==> src/rtl/fetch_unit.sv <==
// ---------------------------------------------------------------------------
// fetch_unit
//
// Program-counter sequencer for a simple instruction fetch front end.
// A three-state controller (IDLE / RUN / HALTED) owns the PC and a
// circular return-address stack. In RUN exactly one action is applied per
// cycle, in priority order:
//   Start > Halt > Stall > Ret > Call > Jump > taken Branch > PC+1
// All PC arithmetic wraps modulo 2^PW.
//
// Ports
//   CLK            in   sole clock, rising edge
//   reset          in   asynchronous, active-low reset
//   Start          in   load Start_Address and enter RUN
//   Start_Address  in   [PW]  program entry point
//   Halt           in   stop fetching (RUN -> HALTED)
//   Stall          in   hold PC for one cycle
//   Branch         in   conditional relative branch request
//   BranchCond     in   branch condition (taken when Branch & BranchCond)
//   Offset         in   [PW]  signed two's-complement branch offset
//   Jump           in   absolute jump to Target
//   Call           in   push PC+1 and jump to Target
//   Ret            in   pop return address into PC
//   Target         in   [PW]  destination for Jump / Call
//   PC             out  [PW]  current fetch address
//   running        out  high in RUN
//   done           out  high in HALTED
//   ras_count      out  occupied return-stack entries
//   ras_ovf        out  sticky: Call seen with the stack full
//   ras_unf        out  sticky: Ret seen with the stack empty
// ---------------------------------------------------------------------------
module fetch_unit #(
  parameter int PW        = 16,
  parameter int RAS_DEPTH = 4
) (
  input  logic                           CLK,
  input  logic                           reset,
  input  logic                           Start,
  input  logic [PW-1:0]                  Start_Address,
  input  logic                           Halt,
  input  logic                           Stall,
  input  logic                           Branch,
  input  logic                           BranchCond,
  input  logic [PW-1:0]                  Offset,
  input  logic                           Jump,
  input  logic                           Call,
  input  logic                           Ret,
  input  logic [PW-1:0]                  Target,
  output logic [PW-1:0]                  PC,
  output logic                           running,
  output logic                           done,
  output logic [$clog2(RAS_DEPTH+1)-1:0] ras_count,
  output logic                           ras_ovf,
  output logic                           ras_unf
);

  localparam int CW   = $clog2(RAS_DEPTH + 1);
  localparam int PTRW = (RAS_DEPTH > 1) ? $clog2(RAS_DEPTH) : 1;

  typedef enum logic [1:0] {
    S_IDLE   = 2'd0,
    S_RUN    = 2'd1,
    S_HALTED = 2'd2
  } state_t;

  state_t                       r_state;
  logic [PW-1:0]                r_pc;
  logic                         r_running;
  logic                         r_done;
  logic [RAS_DEPTH-1:0][PW-1:0] r_stack;
  logic [PTRW-1:0]              r_wrPtr;
  logic [CW-1:0]                r_count;
  logic                         r_ovf;
  logic                         r_unf;

  logic [PW-1:0]                w_pcPlus1;
  logic [PW-1:0]                w_pcBranch;
  logic                         w_stackFull;
  logic                         w_stackEmpty;
  logic [PTRW-1:0]              w_pushNext;
  logic [PTRW-1:0]              w_popIdx;

  // Next-address candidates and stack pointer arithmetic. The write
  // pointer always names the slot the next push lands in; when the stack
  // is full that slot holds the oldest entry, so a push overwrites it.
  // Wrap is explicit so that non-power-of-two depths work.
  always_comb begin
    w_pcPlus1    = r_pc + PW'(1);
    w_pcBranch   = r_pc + Offset;
    w_stackFull  = (r_count == CW'(RAS_DEPTH));
    w_stackEmpty = (r_count == '0);
    w_pushNext   = (r_wrPtr == PTRW'(RAS_DEPTH - 1)) ? '0 : r_wrPtr + PTRW'(1);
    w_popIdx     = (r_wrPtr == '0) ? PTRW'(RAS_DEPTH - 1) : r_wrPtr - PTRW'(1);
  end

  // Controller, PC and return-address stack. Everything lives in one
  // clocked block so the action priority reads top to bottom; running and
  // done are registered alongside the state so no input reaches an output
  // combinationally.
  always_ff @(posedge CLK or negedge reset) begin
    if (!reset) begin
      r_state   <= S_IDLE;
      r_pc      <= '0;
      r_running <= 1'b0;
      r_done    <= 1'b0;
      r_stack   <= '0;
      r_wrPtr   <= '0;
      r_count   <= '0;
      r_ovf     <= 1'b0;
      r_unf     <= 1'b0;
    end else begin
      case (r_state)
        S_IDLE: begin
          if (Start) begin
            r_pc      <= Start_Address;
            r_state   <= S_RUN;
            r_running <= 1'b1;
            r_done    <= 1'b0;
          end
        end

        S_RUN: begin
          if (Start) begin
            // Restart from a new entry point with a clean stack.
            r_pc    <= Start_Address;
            r_stack <= '0;
            r_wrPtr <= '0;
            r_count <= '0;
            r_ovf   <= 1'b0;
            r_unf   <= 1'b0;
          end else if (Halt) begin
            r_state   <= S_HALTED;
            r_running <= 1'b0;
            r_done    <= 1'b1;
          end else if (Stall) begin
            // PC and stack hold, even if Call or Ret is also requested.
            r_pc <= r_pc;
          end else if (Ret) begin
            // Ret wins over a simultaneous Call; the Call is dropped.
            if (w_stackEmpty) begin
              r_pc  <= w_pcPlus1;
              r_unf <= 1'b1;
            end else begin
              r_pc    <= r_stack[w_popIdx];
              r_wrPtr <= w_popIdx;
              r_count <= r_count - CW'(1);
            end
          end else if (Call) begin
            r_stack[r_wrPtr] <= w_pcPlus1;
            r_wrPtr          <= w_pushNext;
            r_pc             <= Target;
            if (w_stackFull) begin
              r_ovf <= 1'b1;
            end else begin
              r_count <= r_count + CW'(1);
            end
          end else if (Jump) begin
            r_pc <= Target;
          end else if (Branch && BranchCond) begin
            r_pc <= w_pcBranch;
          end else begin
            r_pc <= w_pcPlus1;
          end
        end

        S_HALTED: begin
          if (Start) begin
            r_pc      <= Start_Address;
            r_state   <= S_RUN;
            r_running <= 1'b1;
            r_done    <= 1'b0;
            r_stack   <= '0;
            r_wrPtr   <= '0;
            r_count   <= '0;
            r_ovf     <= 1'b0;
            r_unf     <= 1'b0;
          end
        end

        default: begin
          r_state   <= S_IDLE;
          r_running <= 1'b0;
          r_done    <= 1'b0;
        end
      endcase
    end
  end

  assign PC        = r_pc;
  assign running   = r_running;
  assign done      = r_done;
  assign ras_count = r_count;
  assign ras_ovf   = r_ovf;
  assign ras_unf   = r_unf;

endmodule

==> config.mk <==
export PLATFORM = sky130hd
export DESIGN_NAME = fetch_unit
export DESIGN_NICKNAME = d
export VERILOG_FILES = /design/src/rtl/fetch_unit.sv
export SDC_FILE = /design/constraint.sdc
export NUM_CORES = 1
export LEC_CHECK = 0
export BUFFER_PORTS_ARGS = -buffer_cell sky130_fd_sc_hd__buf_4
export CORE_MARGIN = 1.5
export CORE_UTILIZATION = 57
export CTS_CLUSTER_SIZE = 12
export DETAILED_ROUTE_END_ITERATION = 12
export PLACE_DENSITY = 0.79
export SYNTH_ARGS = -nofsm -noshare
export SYNTH_HDL_FRONTEND = slang
export SYNTH_SLANG_ARGS = --single-unit
==> constraint.sdc <==
create_clock -name CLK -period 6.12 [get_ports CLK]
set_input_delay 1.224 -clock CLK [delete_from_list [all_inputs] [get_ports CLK]]
set_output_delay 1.224 -clock CLK [all_outputs]
set_load 0.01 [all_outputs]
# Word-level counts from Yosys, hierarchy flattened
# Cells that the tools add are included.
[totals]
ff_bits = 91
inputBits = 58
word_cells = 120
output_inout_bits = 23
[op_classes]
reduce_logical = 15
order_cmp = 3
eq_ne = 18
add_sub_neg = 6
n_mux = 66
[ops]
columns = ["cell", "count"]
rows = [
  ["64-bit two-way mux", 6],
  ["16-bit two-way mux", 11],
  ["64-bit case mux with 2 select lines", 1],
  ["64-bit bitwise mux", 1],
  ["16-bit binary-select mux with 2-bit select", 1],
  ["16-bit demux with 2-bit select", 1],
  ["16-bit case mux with 2 select lines", 1],
  ["2-bit two-way mux", 12],
  ["3-bit two-way mux", 8],
  ["3-bit inequality test, second input constant", 7],
  ["6-bit AND reduction", 3],
  ["1-bit two-way mux", 17],
  ["16-bit by 1-bit adder with 16-bit output, second input constant", 1],
  ["16-bit adder", 1],
  ["7-bit AND reduction", 2],
  ["4-bit inequality test, second input constant", 3],
  ["1-bit case mux with 2 select lines", 4],
  ["2-bit case mux with 2 select lines", 2],
  ["2-bit by 3-bit < comparator with 1-bit output, second input constant", 2],
  ["2-bit inequality test, second input constant", 3],
  ["3-bit case mux with 2 select lines", 1],
  ["2-bit == test, second input constant", 2],
  ["2-bit zero test", 2],
  ["4-bit AND reduction", 1],
  ["other kinds (13)", 15],
]

# Depth between registers and ports, before layout
# Gate-level depths: netlist (run 1).
[logic_depth]
word_depth = 11
mapped_depth = 10
ltp_nobuf = 8

# Least setup slack after synthesis (run 1)
# No wires, ideal clock.
[synth_timing]
path_type = "input to register"
startpoint = "in Offset[6]"
endpoint = "reg r_pc[11] (netlist: PC[11])"
path_stages = 7
path_buffers = 0
arrival_ns = 2.859
setup_slack_ns = 3.140
path_cell_list = "ha_1 a21oi_1 a21boi_0 and3_1 or3_1 a21o_1 a32o_1"
[synth_via]
elab_chain_len = 9
[synth_lines]
columns = ["item", "line", "rtl"]
rows = [
  ["from (decl)", "44", "input logic [PW-1:0] Offset,"],
  ["16-bit adder", "89", "w_pcBranch = r_pc + Offset;"],
  ["16-bit two-way mux", "159", "end else if (Branch && BranchCond) begin"],
  ["16-bit two-way mux", "157", "end else if (Jump) begin"],
  ["16-bit two-way mux", "148", "end else if (Call) begin"],
  ["16-bit two-way mux", "138", "end else if (Ret) begin"],
  ["16-bit two-way mux", "135", "end else if (Stall) begin"],
  ["16-bit two-way mux", "131", "end else if (Halt) begin"],
  ["16-bit two-way mux", "123", "if (Start) begin"],
  ["16-bit case mux with 2 select lines", "112", "case (r_state)"],
  ["to (signal assigned)", "115", "r_pc <= Start_Address;"],
  ["to (signal assigned)", "125", "r_pc <= Start_Address;"],
  ["to (signal assigned)", "137", "r_pc <= r_pc;"],
  ["to (decl)", "67", "logic [PW-1:0] r_pc;"],
]
# No other way between the ends. The select of a mux whose other input is x is not followed.
# A chain may end at the register's enable or synchronous reset.

# Worst setup path after layout (run 1)
# Same ends and word-level chain as after synthesis.

==> flow_summary_export.csv, run 1 <==
group,metric,value,unit
placement,portBuffers,80,
final_layout,synthToLayoutAreaGrowth,14.9,%
clocking,clk_path_buf_depth,2,
logic_synthesis,synth.cell_area,5860,sq um
logic_synthesis,dominantRegCellSynth,"dfrtp_1",
placement,place_hpwl,12.1,mm
die,core_area,9860,sq um
power_and_ir_drop,p_switching,1.47,mW
power_and_ir_drop,seq_power_share,0.324,
clocking,cts_resized,0,
logic_synthesis,synth_top_cell_by_area,"dfrtp_1",
sta,setup_viol,0,
die,floorplan.initialDensity,0.594,
sta,slew_headroom,0.376,
sta,rsz0062_at_grt,"no",
clocking,clk_pin_slew,100,ps
global_route,grtUsageTotal,0.319,
logic_synthesis,synth_edf_count,0,
global_route,grt-ovfl-total,0,
run,drv_cap,0,
placement,place_congestion,0.915,
global_route,grt_pass1_wl,27.2,mm
logic_synthesis,synthTopCellsByArea,"dfrtp_1, o2bb2ai_1, mux4_1",
worst_setup_path,cp.arrival,3310,ps
logic_synthesis,synth_sequential_area_ratio,0.385,
sta,hold_viol,0,
clocking,cts_tree,"yes",
power_and_ir_drop,power_switching_share,0.463,
logic_synthesis,yosys_warnings,0,
global_route,grt_max_degree,71,
sta,tightestPinTransition,931,ps
drt,wl_per_cell,21.0,um
clocking,cts_setup_buffers,0,
die,io_pins,81,
worst_setup_path,critPathKind,"primary input to flip-flop",
drt,routed_wl,16.7,mm
worst_setup_path,cp-end-kind,"flip-flop",
sta,fin_crit,3050,ps
final_layout,layout_commonest_cell,"dfrtp_1",
global_route,grt_pass1_vias,5123,
drt,viasPerCell,6.61,
final_layout,drive_above_1_share,0.179,
worst_setup_path,crit_fanout,8,
sta,hold_ws,490,ps
logic_synthesis,yosysTopAreaCellShare,0.385,
logic_synthesis,ys_types,64,
status,status,"finished clean",
drt,drt-pass1-iter-count,6,
sta,fin_skew,16.5,ps
worst_setup_path,start_kind,"primary input",
logic_synthesis,syn_inst,592,
final_layout,final_net_count,742,
logic_synthesis,synth.avg_cell_area,9.89,sq um
power_and_ir_drop,p_clk_frac,0.136,
clocking,clk_latency,370,ps
power_and_ir_drop,p_leak,2.95,nW
die,die_y,104,um
placement,place_area,6520,sq um
sta,tns,0,ps
hold_path,min_path_type,"flip-flop to flip-flop",
drt,routed-via-count,5265,
sta,finalMaxSlewViolations,0,
final_layout,stdcell_area,6730,sq um
logic_synthesis,synth-async-reset-ratio,1.00,
final_layout,final_cell_mix,"dfrtp_1, buf_4, o2bb2ai_1",
clocking,root_buffer,"clkbuf_8",
power_and_ir_drop,pwr_density_cell,472,nW/um^2
clocking,postCtsHoldBufs,0,
drt,drt_iter0_drc,445,
die,fp.dieW,104,um
power_and_ir_drop,ir_drop,0.284,mV
logic_synthesis,synth_seq_cells,90,
sta,max_freq,0.328,GHz
power_and_ir_drop,finalPower,3.18,mW
die,die_area,10900,sq um
worst_setup_path,required,6380,ps
drt,drc,0,
power_and_ir_drop,internal_power,1.71,mW
clocking,cts_made_buffers,9,
clocking,htreeDepth,3,
global_route,grt_antenna_before_repair,0,
logic_synthesis,synth_nets,675,
drt,ant_nets,0,
clocking,cts.sinks,90,
die,fp-row-count,36,
power_and_ir_drop,combPwrFrac,0.540,
sta,period_share,0.498,
final_layout,antennaDiodeCount,0,
sequential cells by signal, summed over array words and instances (netlist names):
signal,flops
r_stack,64
PC,16
ras_count,3
r_state,2
r_wrPtr,2
ras_ovf,1
ras_unf,1
running,1
synthesized netlist by cell type (3+ instances only):
| master | count |
|---|---|
| a211oi_1 | 14 |
| a21boi_0 | 3 |
| a21o_1 | 6 |
| a21oi_1 | 34 |
| a221oi_1 | 6 |
| a22oi_1 | 5 |
| a31oi_1 | 4 |
| and2_1 | 3 |
| and3_1 | 9 |
| and4_1 | 4 |
| buf_2 | 14 |
| clkbuf_1 | 13 |
| dfrtp_1 | 90 |
| ha_1 | 23 |
| inv_1 | 12 |
| mux4_1 | 13 |
| mux4_2 | 3 |
| nand2_1 | 59 |
| nand3_1 | 25 |
| nand4_1 | 5 |
| nor2_1 | 38 |
| nor3_1 | 11 |
| nor3b_1 | 3 |
| o211ai_1 | 11 |
| o21ai_0 | 24 |
| o21ai_1 | 5 |
| o21bai_1 | 3 |
| o221ai_1 | 4 |
| o22ai_1 | 5 |
| o2bb2ai_1 | 64 |
| o31ai_1 | 5 |
| or2_2 | 7 |
| or3_1 | 5 |
| xnor2_1 | 15 |
| xor2_1 | 12 |
through the flow:
step / util / setup slack (ps) / instances
final: 0.682 / 3070 / 797
after global routing: 0.682 / 2970 / 797
after CTS: 0.682 / 3130 / 797
after floorplan: - / 3140 / 592
after detailed placement: 0.661 / 2740 / 781
after global placement: 0.661 / 2780 / 781
final timing paths:
check,slack [ps],from,endpoint,depth (start not counted)
min reg2reg,490,r_stack[62]$_DFFE_PN0P_,r_stack[62]$_DFFE_PN0P_,1
max,3070,Offset[6],PC[11]$_DFFE_PN0P_,8
min in group asynchronous,730,reset,ras_count[1]$_DFFE_PN0P_,1
max in group asynchronous,4190,reset,r_stack[6]$_DFFE_PN0P_,2
max reg2reg,3240,r_state[1]$_DFFE_PN0P_,PC[10]$_DFFE_PN0P_,8
min,490,r_stack[62]$_DFFE_PN0P_,r_stack[62]$_DFFE_PN0P_,1
critical path: stages:
cell,delay (ps)
buf_4,110
ha_1,380
a21oi_1,350
o211ai_1,230
and3_1,230
or3_1,350
a21o_1,190
a32o_1,250
logic make-up (layout without fill, tap and decap cells):
| kind of cell | count (synthesis) | count (layout) | share of synthesized area |
|---|---|---|---|
| AOI/OAI and AO/OA | 211 | 211 | 0.264 |
| muxes | 19 | 19 | 0.0752 |
| xor gates and xnor gates | 27 | 27 | 0.0404 |
| and+or+nand+nor | 177 | 177 | 0.145 |
| buffers and inverters | 43 | 115 | 0.0353 |
| DFF | 90 | 90 | 0.385 |
| adders and majority gates | 25 | 25 | 0.0560 |
power by group through the flow:
stage               logic [mW]  clock network (mW)  registers [mW]
finish                    1.71               0.432            1.03
global route              1.87               0.460            1.06
CTS                       1.69               0.436            1.02
detailed placement        1.68                   0            1.03
global placement          1.63                   0            1.02
floorplan                 1.18                   0           0.982
cell type report:
type / instances / area, sq um
clock buffers: 10 / 138
clock inverters: 6 / 71.3
fillers: 777 / 3140
inverters: 12 / 45.0
multi-input cells: 459 / 3400
flip-flops and latches: 90 / 2250
well taps: 133 / 166
repair buffers: 87 / 653
metal layers:
layer  GRT usage  up-vias  share of wire  wire, um
met5           0        -              0         0
met4       0.144        0          0.030       499
met3      0.0426       35          0.077      1290
met2       0.469      252           0.45      7530
met1       0.469     2551           0.44      7390
li1            -     2427              -         -
No activity file was read; power rests on OpenSTA's default activity.
==> run 2, diff against run 1 <==
clock period = 3.1 ns   (was 6.12 ns; I/O delays follow)
==> run 2 against run 1 <==
  * Final area rose by 2.1%
  * Largest power group unchanged
  * Worst setup slack got worse by 2600 ps
  * Critical path type is now flip-flop to flip-flop
  * Sequential power rose by 92%
==> flow_summary_export.csv, run 2 (synthesis gave the netlist of run 1 again) <==
group,metric,value,unit
status,status,"finished clean",
die,io_pins,81,
final_layout,utilization,0.696,
final_layout,drive_above_1_share,0.200,
worst_setup_path,reg2reg_to,"PC[1]$_DFFE_PN0P_",
drt,drt_iter0_drc,448,
final_layout,nFillCells,768,
clocking,clk_latency,380,ps
die,die_y,104,um
die,fp-row-count,36,
placement,place_area,6660,sq um
drt,drc,0,
final_layout,final_net_count,759,
die,floorplan.initialDensity,0.594,
clocking,cts_setup_buffers,0,
clocking,cts_made_buffers,9,
placement,portBuffers,80,
worst_setup_path,timing.rr.start,"r_state[1]$_DFFE_PN0P_",
drt,met1_length,7.50,mm
worst_setup_path,required,3350,ps
worst_setup_path,cp-end-kind,"flip-flop",
final_layout,layout.cells.non_filler,814,
final_layout,layout_commonest_cell,"buf_4",
drt,routed-wl-met3,1.62,mm
drt,wl_per_cell,21.6,um
worst_setup_path,start_kind,"flip-flop",
worst_setup_path,crit_fanout,19,
sta,tns,0,ps
global_route,grt-ovfl-total,0,
clocking,cts_resized,0,
final_layout,final_cell_mix,"buf_4, dfrtp_1, o2bb2ai_1",
clocking,postCtsHoldBufs,0,
sta,fin_crit,2670,ps
power_and_ir_drop,p_leak,3.02,nW
sta,fin_skew,11.7,ps
global_route,grt_antenna_before_repair,0,
final_layout,stdcell_area,6870,sq um
final_layout,regArea,2250,sq um
global_route,grt_max_degree,63,
worst_setup_path,worst-r2r-setup-slack,430,ps
global_route,grtUsageTotal,0.335,
power_and_ir_drop,pwr_density_cell,938,nW/um^2
sta,finalMaxSlewViolations,0,
drt,ant_nets,0,
drt,route.met2.wl,8.04,mm
final_layout,largest_reg_flops,64,
final_layout,multi_input_area,3400,sq um
worst_setup_path,critPathKind,"flip-flop to flip-flop",
worst_setup_path,cp-endpoint,"PC[1]$_DFFE_PN0P_",
drt,viasPerCell,6.65,
worst_setup_path,cp-startpoint,"r_state[1]$_DFFE_PN0P_",
clocking,cts.sinks,90,
final_layout,top_register,"r_stack",
placement,place_congestion,0.936,
clocking,clk_pin_slew,100,ps
sta,hold_viol,0,
drt,drt-pass1-iter-count,5,
drt,route.top_layer_used,"met4",
drt,routed_wl,17.6,mm
clocking,clk_path_buf_depth,2,
placement,place_hpwl,12.6,mm
placement,post-place-ws,361,ps
global_route,grt_pass1_vias,5399,
run,drv_cap,0,
clocking,cts_tree,"yes",
sta,finalWorstSetupSlack,432,ps
die,fp.dieW,104,um
drt,routed-via-count,5411,
global_route,grt_pass1_wl,28.6,mm
sta,max_freq,0.375,GHz
die,die_area,10900,sq um
power_and_ir_drop,ir_drop,0.559,mV
sta,rsz0062_at_grt,"no",
clocking,htreeDepth,3,
placement,dp_cells,798,
sta,setup_viol,0,
worst_setup_path,ff2ff_path_depth,7,
sta,slew_headroom,0.479,
worst_setup_path,cp.arrival,2920,ps
final_layout,synthToLayoutAreaGrowth,17.3,%
die,core_area,9860,sq um
sta,tightestPinTransition,782,ps
hold_path,min_path_type,"primary input to asynchronous set/reset pin",
clocking,root_buffer,"clkbuf_8",
final_layout,antennaDiodeCount,0,
sta,period_share,0.861,
-- run 2: cell types whose count changed in the layout (fill, tap and decap cells not counted), sizes merged --
cell,before,now
clkinv,2,0
buf,87,104
inv,14,15
clkinvlp,1,3
clkbuf,10,9
-- run 2: report_power, final --
group / total (mW) / internal (mW) / switching (mW)
combinational: 3.60 / 1.49 / 2.11
clock: 0.866 / 0.387 / 0.479
sequential: 1.98 / 1.57 / 0.408
-- run 2: how the worst min path moves through the flow --
stage                             from                 endpoint  slack, ps  cells past startpoint
2_1_floorplan                    reset        PC[0]$_DFFE_PN0P_        320                      0
6_report                         reset   r_stack[2]$_DFFE_PN0P_        320                      1
5_1_grt                          reset   r_stack[2]$_DFFE_PN0P_        380                      1
4_1_cts                          reset  r_stack[30]$_DFFE_PN0P_        340                      1
3_5_place_dp   r_stack[63]$_DFFE_PN0P_  r_stack[63]$_DFFE_PN0P_        470                      1
3_3_place_gp   r_stack[23]$_DFFE_PN0P_  r_stack[23]$_DFFE_PN0P_        460                      1
-- run 2: final cells by class --
cell class | instances | share of cell area
inverter | 12 | 0.00656
sequential | 90 | 0.328
multi-input combinational | 459 | 0.496
clock buffer | 9 | 0.0180
clock inverter | 7 | 0.0122
tap | 133 | 0.0242
timing repair buffer | 104 | 0.116
-- run 2: critical path: stages (launching register included) --
cell and delay [ps]:
dfrtp_1 460, inv_1 130, ha_1 270, nor2b_1 450, a221o_1 730, or2_2 290, a311o_1 120, nand3_1 80
-- run 2: routing by layer --
layer / vias up / global-route usage
li1: 2455 / -
met1: 2624 / 0.461
met2: 292 / 0.527
met3: 40 / 0.0702
met4: 0 / 0.112
met5: - / 0
-- run 2: per-stage QoR --
| stage | hold WS, ps | power, mW |
|---|---|---|
| CTS | 338 | 6.37 |
| global placement | 463 | 5.38 |
| global route | 385 | 6.85 |
| floorplan | 324 | 4.27 |
| detailed placement | 466 | 5.48 |
| finish | 322 | 6.44 |
==> run 3, diff against run 2 <==
CORE_ASPECT_RATIO = 0.9   (was default)
CORE_UTILIZATION = 58   (was 57)
PLACE_DENSITY = 0.8   (was 0.79)
==> run 3 against run 2 <==
  * Cell count fell by 1.4%
  * Final area fell by 0.40%
  * Global-route usage rose by 0.14 points
  * Sequential cell count did not move
  * Critical endpoint is now PC[2]$_DFFE_PN0P_
  * Largest power group unchanged
==> flow_summary_export.csv, run 3 (synthesis gave the netlist of run 1 again) <==
group,metric,value,unit
sta,fin_crit,2710,ps
worst_setup_path,critPathKind,"flip-flop to flip-flop",
sta,tightestPinTransition,751,ps
sta,fin_skew,15.5,ps
final_layout,drive_above_1_share,0.195,
worst_setup_path,reg2reg_to,"PC[2]$_DFFE_PN0P_",
sta,finalWorstSetupSlack,386,ps
drt,drt-pass1-iter-count,7,
die,fp-row-count,34,
global_route,grtUsageTotal,0.336,
sta,max_freq,0.369,GHz
worst_setup_path,required,3320,ps
clocking,postCtsHoldBufs,0,
die,core_area,9740,sq um
die,fp.dieW,109,um
clocking,clk_latency,370,ps
worst_setup_path,cp-end-kind,"flip-flop",
clocking,cts_resized,0,
drt,wl_per_cell,21.5,um
run,drv_cap,0,
worst_setup_path,cp_top_family,"simple AND/OR/NAND/NOR gates",
power_and_ir_drop,pwr_density_cell,937,nW/um^2
global_route,grt_pass1_wl,27.5,mm
clocking,clk_path_buf_depth,2,
final_layout,largest_reg_flops,64,
drt,routed_wl,17.3,mm
worst_setup_path,crit_fanout,19,
clocking,cts_tree,"yes",
placement,place_congestion,0.979,
global_route,grt_antenna_before_repair,0,
drt,drc,0,
worst_setup_path,worst-r2r-setup-slack,390,ps
placement,post-place-ws,321,ps
final_layout,final_cell_mix,"buf_4, dfrtp_1, o2bb2ai_1",
sta,period_share,0.875,
worst_setup_path,cp.arrival,2940,ps
worst_setup_path,start_kind,"flip-flop",
die,die_y,98.3,um
die,io_pins,81,
drt,drt_iter0_drc,570,
status,status,"finished clean",
clocking,htreeDepth,3,
sta,finalMaxSlewViolations,0,
clocking,cts.sinks,90,
final_layout,synthToLayoutAreaGrowth,16.8,%
clocking,cts_setup_buffers,0,
final_layout,layout_commonest_cell,"buf_4",
clocking,cts_made_buffers,9,
worst_setup_path,ff2ff_path_depth,7,
worst_setup_path,cp_slowest_cell,"a221o_1",
global_route,grt_pass1_vias,5207,
global_route,grt-ovfl-total,0,
die,floorplan.initialDensity,0.601,
power_and_ir_drop,ir_drop,0.520,mV
sta,setup_viol,0,
sta,rsz0062_at_grt,"no",
power_and_ir_drop,p_leak,3.02,nW
worst_setup_path,crit_chain,"inv_1 -> ha_1 -> nor2b_1 -> a221o_1 -> or2_2 -> a211o_1 -> nand3_1",
placement,place_hpwl,12.6,mm
worst_setup_path,timing.rr.start,"r_state[1]$_DFFE_PN0P_",
drt,routed-via-count,5467,
clocking,root_buffer,"clkbuf_8",
hold_path,min_path_type,"primary input to asynchronous set/reset pin",
sta,hold_viol,0,
placement,portBuffers,80,
die,die_area,10700,sq um
final_layout,final_net_count,755,
sta,slew_headroom,0.499,
global_route,grt_max_degree,47,
drt,viasPerCell,6.81,
final_layout,antennaDiodeCount,0,
worst_setup_path,crit_buf_inv,1,
worst_setup_path,slowest_delay,730,ps
clocking,clk_pin_slew,100,ps
final_layout,top_register,"r_stack",
drt,ant_nets,0,
sta,tns,0,ps
run 3: worst max path at each step:
stage / slack (ps) / start / cells after the start / end
6_report: 390 / r_state[1]$_DFFE_PN0P_ / 7 / PC[2]$_DFFE_PN0P_
5_1_grt: 140 / r_state[1]$_DFFE_PN0P_ / 8 / PC[13]$_DFFE_PN0P_
4_1_cts: 430 / r_state[1]$_DFFE_PN0P_ / 8 / PC[10]$_DFFE_PN0P_
3_5_place_dp: 320 / Offset[0] / 9 / PC[10]$_DFFE_PN0P_
3_3_place_gp: 420 / Offset[0] / 9 / PC[10]$_DFFE_PN0P_
2_1_floorplan: 720 / Offset[6] / 7 / PC[11]$_DFFE_PN0P_
run 3: layout make-up:
cell class                      count  area [sq um]
Sequential cell                    90          2250
Timing Repair Buffer              100           763
Multi-Input combinational cell    459          3400
Clock inverter                      5          67.6
Inverter                           12          45.0
Tap cell                          126           158
Fill cell                         752          2900
Clock buffer                       11           151
run 3: metrics by stage:
step                       util  hold WS (ps)  power (mW)  cells  area, sq um
final                     0.702           242        6.41    803         6840
after global routing      0.702           284        6.79    803         6840
after CTS                 0.702           248        6.34    803         6840
after detailed placement  0.680           470        5.44    787         6620
after global placement    0.680           463        5.31    787         6620
after floorplan               -           324        4.27    592         5860
run 3: worst register-to-register path: stages (launching register included):
cell and delay [ps]:
dfrtp_1 460, inv_1 140, ha_1 260, nor2b_1 500, a221o_1 730, or2_2 280, a211o_1 100, nand3_1 110
run 3: layer usage:
metal	GRT usage	wire, um	part of all wire
met2	0.505	7910	0.46
met4	0.104	403	0.023
met5	0	0	0
met1	0.498	7490	0.43
met3	0.0574	1450	0.084
run 3: where the power goes:
| part | leakage (nW) | internal (mW) | switching [mW] |
|---|---|---|---|
| logic | 1.71 | 1.47 | 2.05 |
| clock network | 0.112 | 0.430 | 0.455 |
| registers | 1.20 | 1.57 | 0.440 |
| total | 3.02 | 3.46 | 2.95 |
